## config.mk

```make
export PLATFORM = sky130hd
export DESIGN_NAME = pe_vec
export DESIGN_NICKNAME = d
export VERILOG_FILES = /design/src/rtl/pe_pkg.sv /design/src/rtl/pe_dot.sv /design/src/rtl/pe_vec.sv
export SDC_FILE = /design/constraint.sdc
export NUM_CORES = 1
export LEC_CHECK = 0
export ABC_CLOCK_PERIOD_IN_PS = 6900
export BUFFER_PORTS_ARGS = -buffer_cell sky130_fd_sc_hd__buf_4
export CORE_MARGIN = 2
export CORE_UTILIZATION = 55
export CTS_CLUSTER_SIZE = 10
export DETAILED_ROUTE_END_ITERATION = 8
export GPL_ROUTABILITY_DRIVEN = 0
export GPL_TIMING_DRIVEN = 0
export PLACE_DENSITY = 0.78
export SKIP_CTS_REPAIR_TIMING = 1
export SLEW_MARGIN = 10
export SYNTH_ARGS = -nofsm -noshare
export SYNTH_HDL_FRONTEND = slang
export SYNTH_SLANG_ARGS = --single-unit
export TNS_END_PERCENT = 20
```

## constraint.sdc

```tcl
create_clock -name clk -period 6.9 [get_ports clk]
set_input_delay 0.69 -clock clk [delete_from_list [all_inputs] [get_ports clk]]
set_output_delay 0.69 -clock clk [all_outputs]
set_load 0.01 [all_outputs]
```

## src/rtl/pe_pkg.sv

```systemverilog
// Shared types and helpers for the vector systolic PE: saturating add, lane slicing, width rule.
// Pure package, no state.
package pe_pkg;

  localparam int ACC_MAX_W = 64;

  typedef struct packed {
    logic                        ovf;
    logic signed [ACC_MAX_W-1:0] val;
  } sat_res_t;

  // s is the (w+1)-bit sum, sign-extended into ACC_MAX_W+1 bits; result valid in the low w bits.
  function automatic sat_res_t sat_add(input logic signed [ACC_MAX_W:0] s, input int w,
                                       input logic sat_en);
    logic signed [ACC_MAX_W:0] hi, lo, wr;
    sat_res_t res;
    hi      = (65'sd1 <<< (w - 1)) - 65'sd1;
    lo      = -(65'sd1 <<< (w - 1));
    wr      = (s <<< (ACC_MAX_W + 1 - w)) >>> (ACC_MAX_W + 1 - w);
    res.ovf = (s > hi) || (s < lo);
    if (!res.ovf)    res.val = s[ACC_MAX_W-1:0];
    else if (sat_en) res.val = (s > hi) ? hi[ACC_MAX_W-1:0] : lo[ACC_MAX_W-1:0];
    else             res.val = wr[ACC_MAX_W-1:0];
    return res;
  endfunction

  function automatic int lane_lo(input int lane, input int w);
    return lane * w;
  endfunction

  function automatic bit width_ok(input int d_w, input int d_w_acc, input int lanes);
    return (d_w_acc >= 2 * d_w + $clog2(lanes)) && (d_w_acc <= ACC_MAX_W) && (lanes >= 1);
  endfunction

endpackage

```

## src/rtl/pe_dot.sv

```systemverilog
// Lane multipliers and adder tree producing one dot-product slice; optional output register.
// Latency 0 or 1 (PIPE_MUL); en=0 holds the pipeline register.
module pe_dot
  import pe_pkg::*;
#(
  parameter int D_W      = 8,
  parameter int D_W_ACC  = 32,
  parameter int LANES    = 4,
  parameter int PIPE_MUL = 1
) (
  input  logic                      clk,
  input  logic                      rst_n,
  input  logic                      en,
  input  logic                      i_init,
  input  logic [LANES*D_W-1:0]      i_a,
  input  logic [LANES*D_W-1:0]      i_b,
  output logic signed [D_W_ACC-1:0] o_dot,
  output logic                      o_init
);

  logic signed [D_W_ACC-1:0] w_dot;

  // Width rule guarantees the running sum never overflows D_W_ACC.
  always_comb begin
    w_dot = '0;
    for (int i = 0; i < LANES; i++) begin
      w_dot = w_dot + D_W_ACC'(signed'(i_a[lane_lo(i, D_W) +: D_W]) *
                               signed'(i_b[lane_lo(i, D_W) +: D_W]));
    end
  end

  if (PIPE_MUL != 0) begin : g_pipe
    logic signed [D_W_ACC-1:0] r_dot;
    logic                      r_init;

    always_ff @(posedge clk) begin
      if (!rst_n) begin
        r_dot  <= '0;
        r_init <= 1'b0;
      end else if (en) begin
        r_dot  <= w_dot;
        r_init <= i_init;
      end
    end

    assign o_dot  = r_dot;
    assign o_init = r_init;
  end else begin : g_comb
    assign o_dot  = w_dot;
    assign o_init = i_init;
  end

endmodule

```

## src/rtl/pe_vec.sv

```systemverilog
// Vector systolic PE: LANES-wide signed dot product accumulated per step, results drained down the chain.
// Result 1+PIPE_MUL enabled cycles after init, drain 2, forward 1; en=0 freezes every register.
module pe_vec
  import pe_pkg::*;
#(
  parameter int D_W      = 8,
  parameter int D_W_ACC  = 32,
  parameter int LANES    = 4,
  parameter int PIPE_MUL = 1,
  parameter int SAT_EN   = 1
) (
  input  logic                 clk,
  input  logic                 rst_n,
  input  logic                 en,
  input  logic                 init,
  input  logic [LANES*D_W-1:0] in_a,
  input  logic [LANES*D_W-1:0] in_b,
  input  logic [D_W_ACC-1:0]   in_data,
  input  logic                 in_valid,
  input  logic                 clr_ovf,
  output logic [LANES*D_W-1:0] out_a,
  output logic [LANES*D_W-1:0] out_b,
  output logic [D_W_ACC-1:0]   out_data,
  output logic                 out_valid,
  output logic                 ovf
);

  if (!width_ok(D_W, D_W_ACC, LANES)) begin : g_bad_width
    $error("pe_vec: D_W_ACC must cover 2*D_W+clog2(LANES) and fit in 64 bits");
  end

  logic signed [D_W_ACC-1:0] w_dot;
  logic                      w_init;
  logic signed [D_W_ACC:0]   w_sum;
  sat_res_t                  w_sat;

  logic [LANES*D_W-1:0]      r_out_a, r_out_b;
  logic [D_W_ACC-1:0]        r_in_data, r_out_data;
  logic                      r_in_valid, r_out_valid, r_ovf;
  logic signed [D_W_ACC-1:0] r_acc;

  pe_dot #(
    .D_W      (D_W),
    .D_W_ACC  (D_W_ACC),
    .LANES    (LANES),
    .PIPE_MUL (PIPE_MUL)
  ) u_dot (
    .clk    (clk),
    .rst_n  (rst_n),
    .en     (en),
    .i_init (init),
    .i_a    (in_a),
    .i_b    (in_b),
    .o_dot  (w_dot),
    .o_init (w_init)
  );

  always_comb begin
    w_sum = {r_acc[D_W_ACC-1], r_acc} + {w_dot[D_W_ACC-1], w_dot};
    w_sat = sat_add((ACC_MAX_W + 1)'(w_sum), D_W_ACC, SAT_EN != 0);
  end

  always_ff @(posedge clk) begin
    if (!rst_n) begin
      r_out_a     <= '0;
      r_out_b     <= '0;
      r_in_data   <= '0;
      r_in_valid  <= 1'b0;
      r_acc       <= '0;
      r_out_data  <= '0;
      r_out_valid <= 1'b0;
      r_ovf       <= 1'b0;
    end else if (en) begin
      r_out_a    <= in_a;
      r_out_b    <= in_b;
      r_in_data  <= in_data;
      r_in_valid <= in_valid;
      // A local result takes the drain slot; a coincident upstream word is lost.
      if (w_init) begin
        r_out_data  <= r_acc;
        r_out_valid <= 1'b1;
        r_acc       <= w_dot;
      end else begin
        r_acc       <= D_W_ACC'(w_sat.val);
        r_out_data  <= r_in_data;
        r_out_valid <= r_in_valid;
      end
      if (!w_init && w_sat.ovf) r_ovf <= 1'b1;
      else if (clr_ovf)         r_ovf <= 1'b0;
    end
  end

  assign out_a     = r_out_a;
  assign out_b     = r_out_b;
  assign out_data  = r_out_data;
  assign out_valid = r_out_valid;
  assign ovf       = r_ovf;

endmodule

```

==> results of run 1 <==
[worst paths after layout]
check,from,to,slack [ps]
min,r_in_valid,out_valid,450
max reg2reg,r_acc[0],r_acc[25],3360
min reg2reg,r_in_valid,out_valid,450
max,in_a[22],u_dot.o_dot[23],-20
[logic make-up (layout without fill, tap and decap cells)]
group,after synthesis,after routing
fa+ha+maj,420,420
buf+inv,459,680
compound gates,310,310
other cells,0,1
mux,143,143
xor+xnor,107,107
simple gates,607,607
flops,196,196
[routing by layer]
| metal | track usage [%] | share of wire [%] |
|---|---|---|
| met1 | 31.9 | 41 |
| met2 | 48.2 | 51 |
| met3 | 4.34 | 5.0 |
| met4 | 9.64 | 3.3 |
| met5 | 0 | 0 |
[tightest hold or removal path: cells and delay by family (launching register included)]
kind | cells | cell delay, ps
flip-flops | 1 | 320
buffers and inverters | 1 | 50
AO/OA/AOI/OAI | 1 | 50
[layout make-up]
| cell class | instances | area, µm² |
|---|---|---|
| inverters | 382 | 1430 |
| fillers | 2936 | 13100 |
| well taps | 468 | 586 |
| diodes | 1 | 2.50 |
| plain buffers | 77 | 360 |
| repair buffers | 189 | 1440 |
| clock buffers | 18 | 439 |
| multi-input cells | 1587 | 15200 |
| flip-flops and latches | 196 | 3920 |
| clock inverters | 14 | 185 |
[placed cells by master (no fill, tap or decap), types with 12 or more instances in the layout]
| cell type | count |
|---|---|
| and2_1 | 144 |
| nor2_1 | 70 |
| clkbuf_16 | 17 |
| a21oi_1 | 71 |
| nand2_1 | 167 |
| ha_1 | 160 |
| o21bai_1 | 18 |
| o211a_1 | 33 |
| a21oi_2 | 24 |
| o21ai_0 | 33 |
| nand2b_1 | 23 |
| xor2_1 | 27 |
| nor2b_1 | 119 |
| inv_1 | 374 |
| xnor2_1 | 75 |
| dfxtp_1 | 196 |
| o221ai_1 | 22 |
| nor3_1 | 15 |
| a211oi_1 | 12 |
| mux2i_1 | 141 |
| nand2_2 | 12 |
| clkbuf_1 | 52 |
| fa_1 | 254 |
| buf_4 | 186 |
| a21o_1 | 25 |
[registers in the layout (all words and copies together), names as in the netlist]
name,flops
out_a,32
ovf,1
u_dot.o_dot,32
out_b,32
r_in_data,32
u_dot.o_init,1
r_in_valid,1
r_acc,32
out_valid,1
out_data,32
[synthesized netlist by cell type, types with 4 or more instances]
cell type and n:
inv_1 381, fa_1 254, dfxtp_1 196, nand2_1 168, ha_1 166, and2_1 150
mux2i_1 141, nor2b_1 121, a21oi_1 86, xnor2_1 80, nor2_1 76, clkbuf_1 62
o21ai_0 36, o211a_1 33, xor2_1 27, a21o_1 25, nand2b_1 23, o221ai_1 22
o21bai_1 19, nor3_1 15, a211oi_1 12, nand2_2 11, a21oi_2 10, o211ai_1 10
o21a_1 10, or2_2 9, nand3_1 8, a21boi_0 7, a31oi_1 7, nand4_1 7
buf_1 6, o21ai_1 6, buf_2 5, nand3b_1 5, or3_1 4
[metrics by stage]
stage | hold slack [ps] | util [%] | instance area (µm²) | worst slack, ps | TNS, ps
2_1_floorplan | 423 | - | 20700 | 1.04 | 0
3_3_place_gp | 443 | 61.7 | 22700 | -637 | -10510
3_5_place_dp | 448 | 61.7 | 22700 | -715 | -12410
4_1_cts | 460 | 63.4 | 23300 | -254 | -3850
5_1_grt | 482 | 64.2 | 23500 | -231 | -3310
6_report | 454 | 64.2 | 23500 | -19.1 | -58.4
==> flow_metrics.env, run 1 <==
export IMPL_syn_instance_count=2242
export IMPL_max_stage_delay_ps=530
export IMPL_htreeDepth=4
export IMPL_slew_viol_final=0
export IMPL_synth_xor_area_share_pct=4.55
export IMPL_clock_sinks=196
export IMPL_synth_seq_cells=196
export IMPL_synth_top_family_by_area="adder cells"
export IMPL_synth_compound_area_share_pct=10.6
export IMPL_grt_max_degree=20
export IMPL_worst_pin_slew_ps=1030
export IMPL_die_area_um2=39000
export IMPL_vias=16042
export IMPL_antenna_found_initial=1
export IMPL_area_growth_pct=14.4
export IMPL_rsz0062_at_grt="true"
export IMPL_rows=70
export IMPL_fin_nets=2972
export IMPL_critPathMaxFanout=9
export IMPL_worst_path_stages=27
export IMPL_synth_cell_types=64
export IMPL_slowest_stage="fa_1"
export IMPL_place_inst=2894
export IMPL_start_util_pct=56.1
export IMPL_synth_area_um2=20600
export IMPL_slew_limit_headroom_pct=31.5
export IMPL_portBuffers=184
export IMPL_synth_area_leaders="fa_1 (25%), dfxtp_1 (19%), ha_1 (10%), inv_1 (6.9%), mux2i_1 (6.9%)"
export IMPL_die_w_um=197
export IMPL_clock_latency_ps=460
export IMPL_synth_top_area_share_pct=24.7
export IMPL_critPathMostFrequentCell="fa_1"
export IMPL_fin_ws_ps=-19.1
export IMPL_arrival_ps=7320
export IMPL_fin_skew_ps=11.0
export IMPL_synth_top_area_cell="fa_1"
export IMPL_first_iter_violations=870
export IMPL_cp_start_kind="input pin"
export IMPL_grt_pass1_vias=16697
export IMPL_critPathTopFamily="adder cells"
export IMPL_endpoint_kind="register"
export IMPL_ant_nets=0
export IMPL_grt_pass1_wl_um=82400
export IMPL_ys_warn_count=0
export IMPL_min_period_ps=6920
export IMPL_grt_use_total_pct=26.6
export IMPL_synthSimpleGateAreaFrac_pct=15.4
export IMPL_wl_um=50600
export IMPL_cts_buffers_inserted=17
export IMPL_setup_violations=8
export IMPL_fmax_ghz=0.145
export IMPL_dr_pass1_iters=5
export IMPL_layout_drive_gt1_share_pct=13.6
export IMPL_hpwlAfterDp_um=40400
export IMPL_root_buffer="clkbuf_16"
export IMPL_holdPathStages=2
export IMPL_r2r_cells=12
export IMPL_drv_cap=0
export IMPL_required_ps=7300
export IMPL_routedWlPerCell_um=17.3
export IMPL_worstPathBufferInverterCount=7
export IMPL_violations="negative setup slack"
export IMPL_die_h_um=197
export IMPL_clk_pin_slew_worst_paths_ps=80
export IMPL_cts_buffer_depth=2
export IMPL_outcome="complete, but fails checks"
export IMPL_synthFlopType="dfxtp_1"
export IMPL_synth_nets=2764
export IMPL_final_cells=2932
export IMPL_synth_seq_area_share_pct=19.1
export IMPL_finalHoldViolCount=0
export IMPL_avgViaCountPerCell=5.47
export IMPL_synth_adder_area_share_pct=34.8
export IMPL_path_class="input pin to register"
export IMPL_synth_edff_count=0
export IMPL_coreArea_um2=36700
export IMPL_cts_tree="yes"
export IMPL_async_flop_share_pct=0
export IMPL_synthMuxAreaShare_pct=6.99
export IMPL_boundaryPins=200
export IMPL_route_detailed_drc=0
export IMPL_hold_class="register to register"
export IMPL_post_route_period_util_pct=100
export IMPL_syn_mean_instance_area_um2=9.18
export IMPL_grt_overflow=0
Power of run 1 is left out: the tool's default activity adds up to more than one toggle a clock period on the data nets, which glitch-free logic cannot reach.
==> run 2: changes to the inputs <==
- CORE_ASPECT_RATIO: default -> 0.5
- GPL_ROUTABILITY_DRIVEN: 0 -> 1
==> run 2 against run 1 <==
Compared with the run above:
- the flow now finishes without violations
- sequential cell count did not move
- fmax rose by 0.95%
- worst hold slack worse by 3.9 ps
- clock skew grew 3.9 ps
- register-to-register slack worse by 70 ps
- routed wire length fell by 1.5%
- sequential share of layout area barely moved
- cell area fell by 0.19%
- non-clock buffer count shrank 3
- die area increased by 0.24%
- critical endpoint is now u_dot.o_dot[20]
==> flow_metrics.env, run 2 (synthesized netlist as in run 1, its figures left out) <==
export IMPL_dr_pass1_iters=5
export IMPL_required_ps=7310
export IMPL_portBuffers=184
export IMPL_critPathMostFrequentCell="fa_1"
export IMPL_route_detailed_drc=0
export IMPL_coreArea_um2=37200
export IMPL_fin_ws_ps=46.3
export IMPL_boundaryPins=200
export IMPL_slew_limit_headroom_pct=21.4
export IMPL_cts_tree="yes"
export IMPL_grt_use_total_pct=26.2
export IMPL_routedWlPerCell_um=16.9
export IMPL_htreeDepth=4
export IMPL_wl_um=49800
export IMPL_vias=15934
export IMPL_cts_buffer_depth=2
export IMPL_multi_input_area_um2=15100
export IMPL_rsz0062_at_grt="true"
export IMPL_post_route_period_util_pct=99.3
export IMPL_critPathMaxFanout=9
export IMPL_min_period_ps=6850
export IMPL_slew_viol_final=0
export IMPL_layout_cells_most_common="inv_1"
export IMPL_die_w_um=278
export IMPL_layout_drive_gt1_share_pct=13.1
export IMPL_seq_area_um2=3920
export IMPL_die_area_um2=39100
export IMPL_start_util_pct=55.4
export IMPL_hpwlAfterDp_um=38900
export IMPL_arrival_ps=7270
export IMPL_root_buffer="clkbuf_16"
export IMPL_grt_overflow=0
export IMPL_fin_skew_ps=14.9
export IMPL_place_inst=2920
export IMPL_outcome="finished clean"
export IMPL_drv_cap=0
export IMPL_clock_latency_ps=480
export IMPL_die_h_um=141
export IMPL_worst_pin_slew_ps=1180
export IMPL_grt_pass1_wl_um=81900
export IMPL_dp_slack_ps=-715
export IMPL_fillers=3116
export IMPL_cts_buffers_inserted=17
export IMPL_setup_violations=0
export IMPL_slowest_stage="fa_1"
export IMPL_fmax_ghz=0.146
export IMPL_avgViaCountPerCell=5.39
export IMPL_max_stage_delay_ps=530
export IMPL_grt_pass1_vias=16133
export IMPL_rows=50
export IMPL_endpoint_kind="register"
export IMPL_clock_sinks=196
export IMPL_first_iter_violations=965
export IMPL_finalHoldViolCount=0
export IMPL_gp_congestion=0.956
export IMPL_grt_max_degree=20
export IMPL_path_class="input pin to register"
export IMPL_setup_tns_ps=0
export IMPL_hold_class="register to register"
export IMPL_ant_nets=0
export IMPL_holdWs_ps=450
export IMPL_final_cells=2954
export IMPL_area_growth_pct=14.2
export IMPL_cp_start_kind="input pin"
export IMPL_clk_pin_slew_worst_paths_ps=80
export IMPL_antenna_found_initial=0
export IMPL_final_cell_mix="inv_1 (377), fa_1 (252), dfxtp_1 (196)"
export IMPL_fin_nets=2969
run 2: worst paths after layout:
kind | start | cells past startpoint | end | slack, ps
worst min register to register | r_in_valid | 2 | out_valid | 450
worst min-delay path | r_in_valid | 2 | out_valid | 450
worst max register to register | r_acc[0] | 12 | r_acc[25] | 3290
worst max-delay path | in_b[20] | 27 | u_dot.o_dot[20] | 50
run 2: cell type report:
type | instances | area share, %
Multi-Input combinational cell | 1587 | 64.4
Buffer | 77 | 1.47
Tap cell | 494 | 2.63
Clock buffer | 17 | 1.81
Timing Repair Buffer | 186 | 6.05
Inverter | 382 | 6.10
Antenna cell | 1 | 0.0106
Clock inverter | 14 | 0.825
Sequential cell | 196 | 16.7
run 2: stage by stage:
step,instance area [µm²],util (%)
3_5_place_dp,22700,61.1
6_report,23500,63.2
4_1_cts,23300,62.7
2_1_floorplan,20700,-
3_3_place_gp,22700,61.1
5_1_grt,23500,63.2
run 2: per-layer routing:
metal  up-vias  part of all wire (%)  wire length, µm  GRT usage [%]
met2       433                    47            23400           43.3
met5         -                     0                0              0
met3        69                   6.6             3300           5.98
met1      7835                    44            22000           34.4
met4         0                   2.2             1100           8.36
li1       7597                     -                -              -
run 2: worst max-delay path: cells and delay by family:
family,cells,cell delay [ps]
AO/OA/AOI/OAI,7,1530
AND/OR/NAND/NOR,4,780
buffers and inverters,7,540
adder cells (fa/ha/maj),8,3450
XOR/XNOR,1,260
Power of run 2 is left out for the same reason.
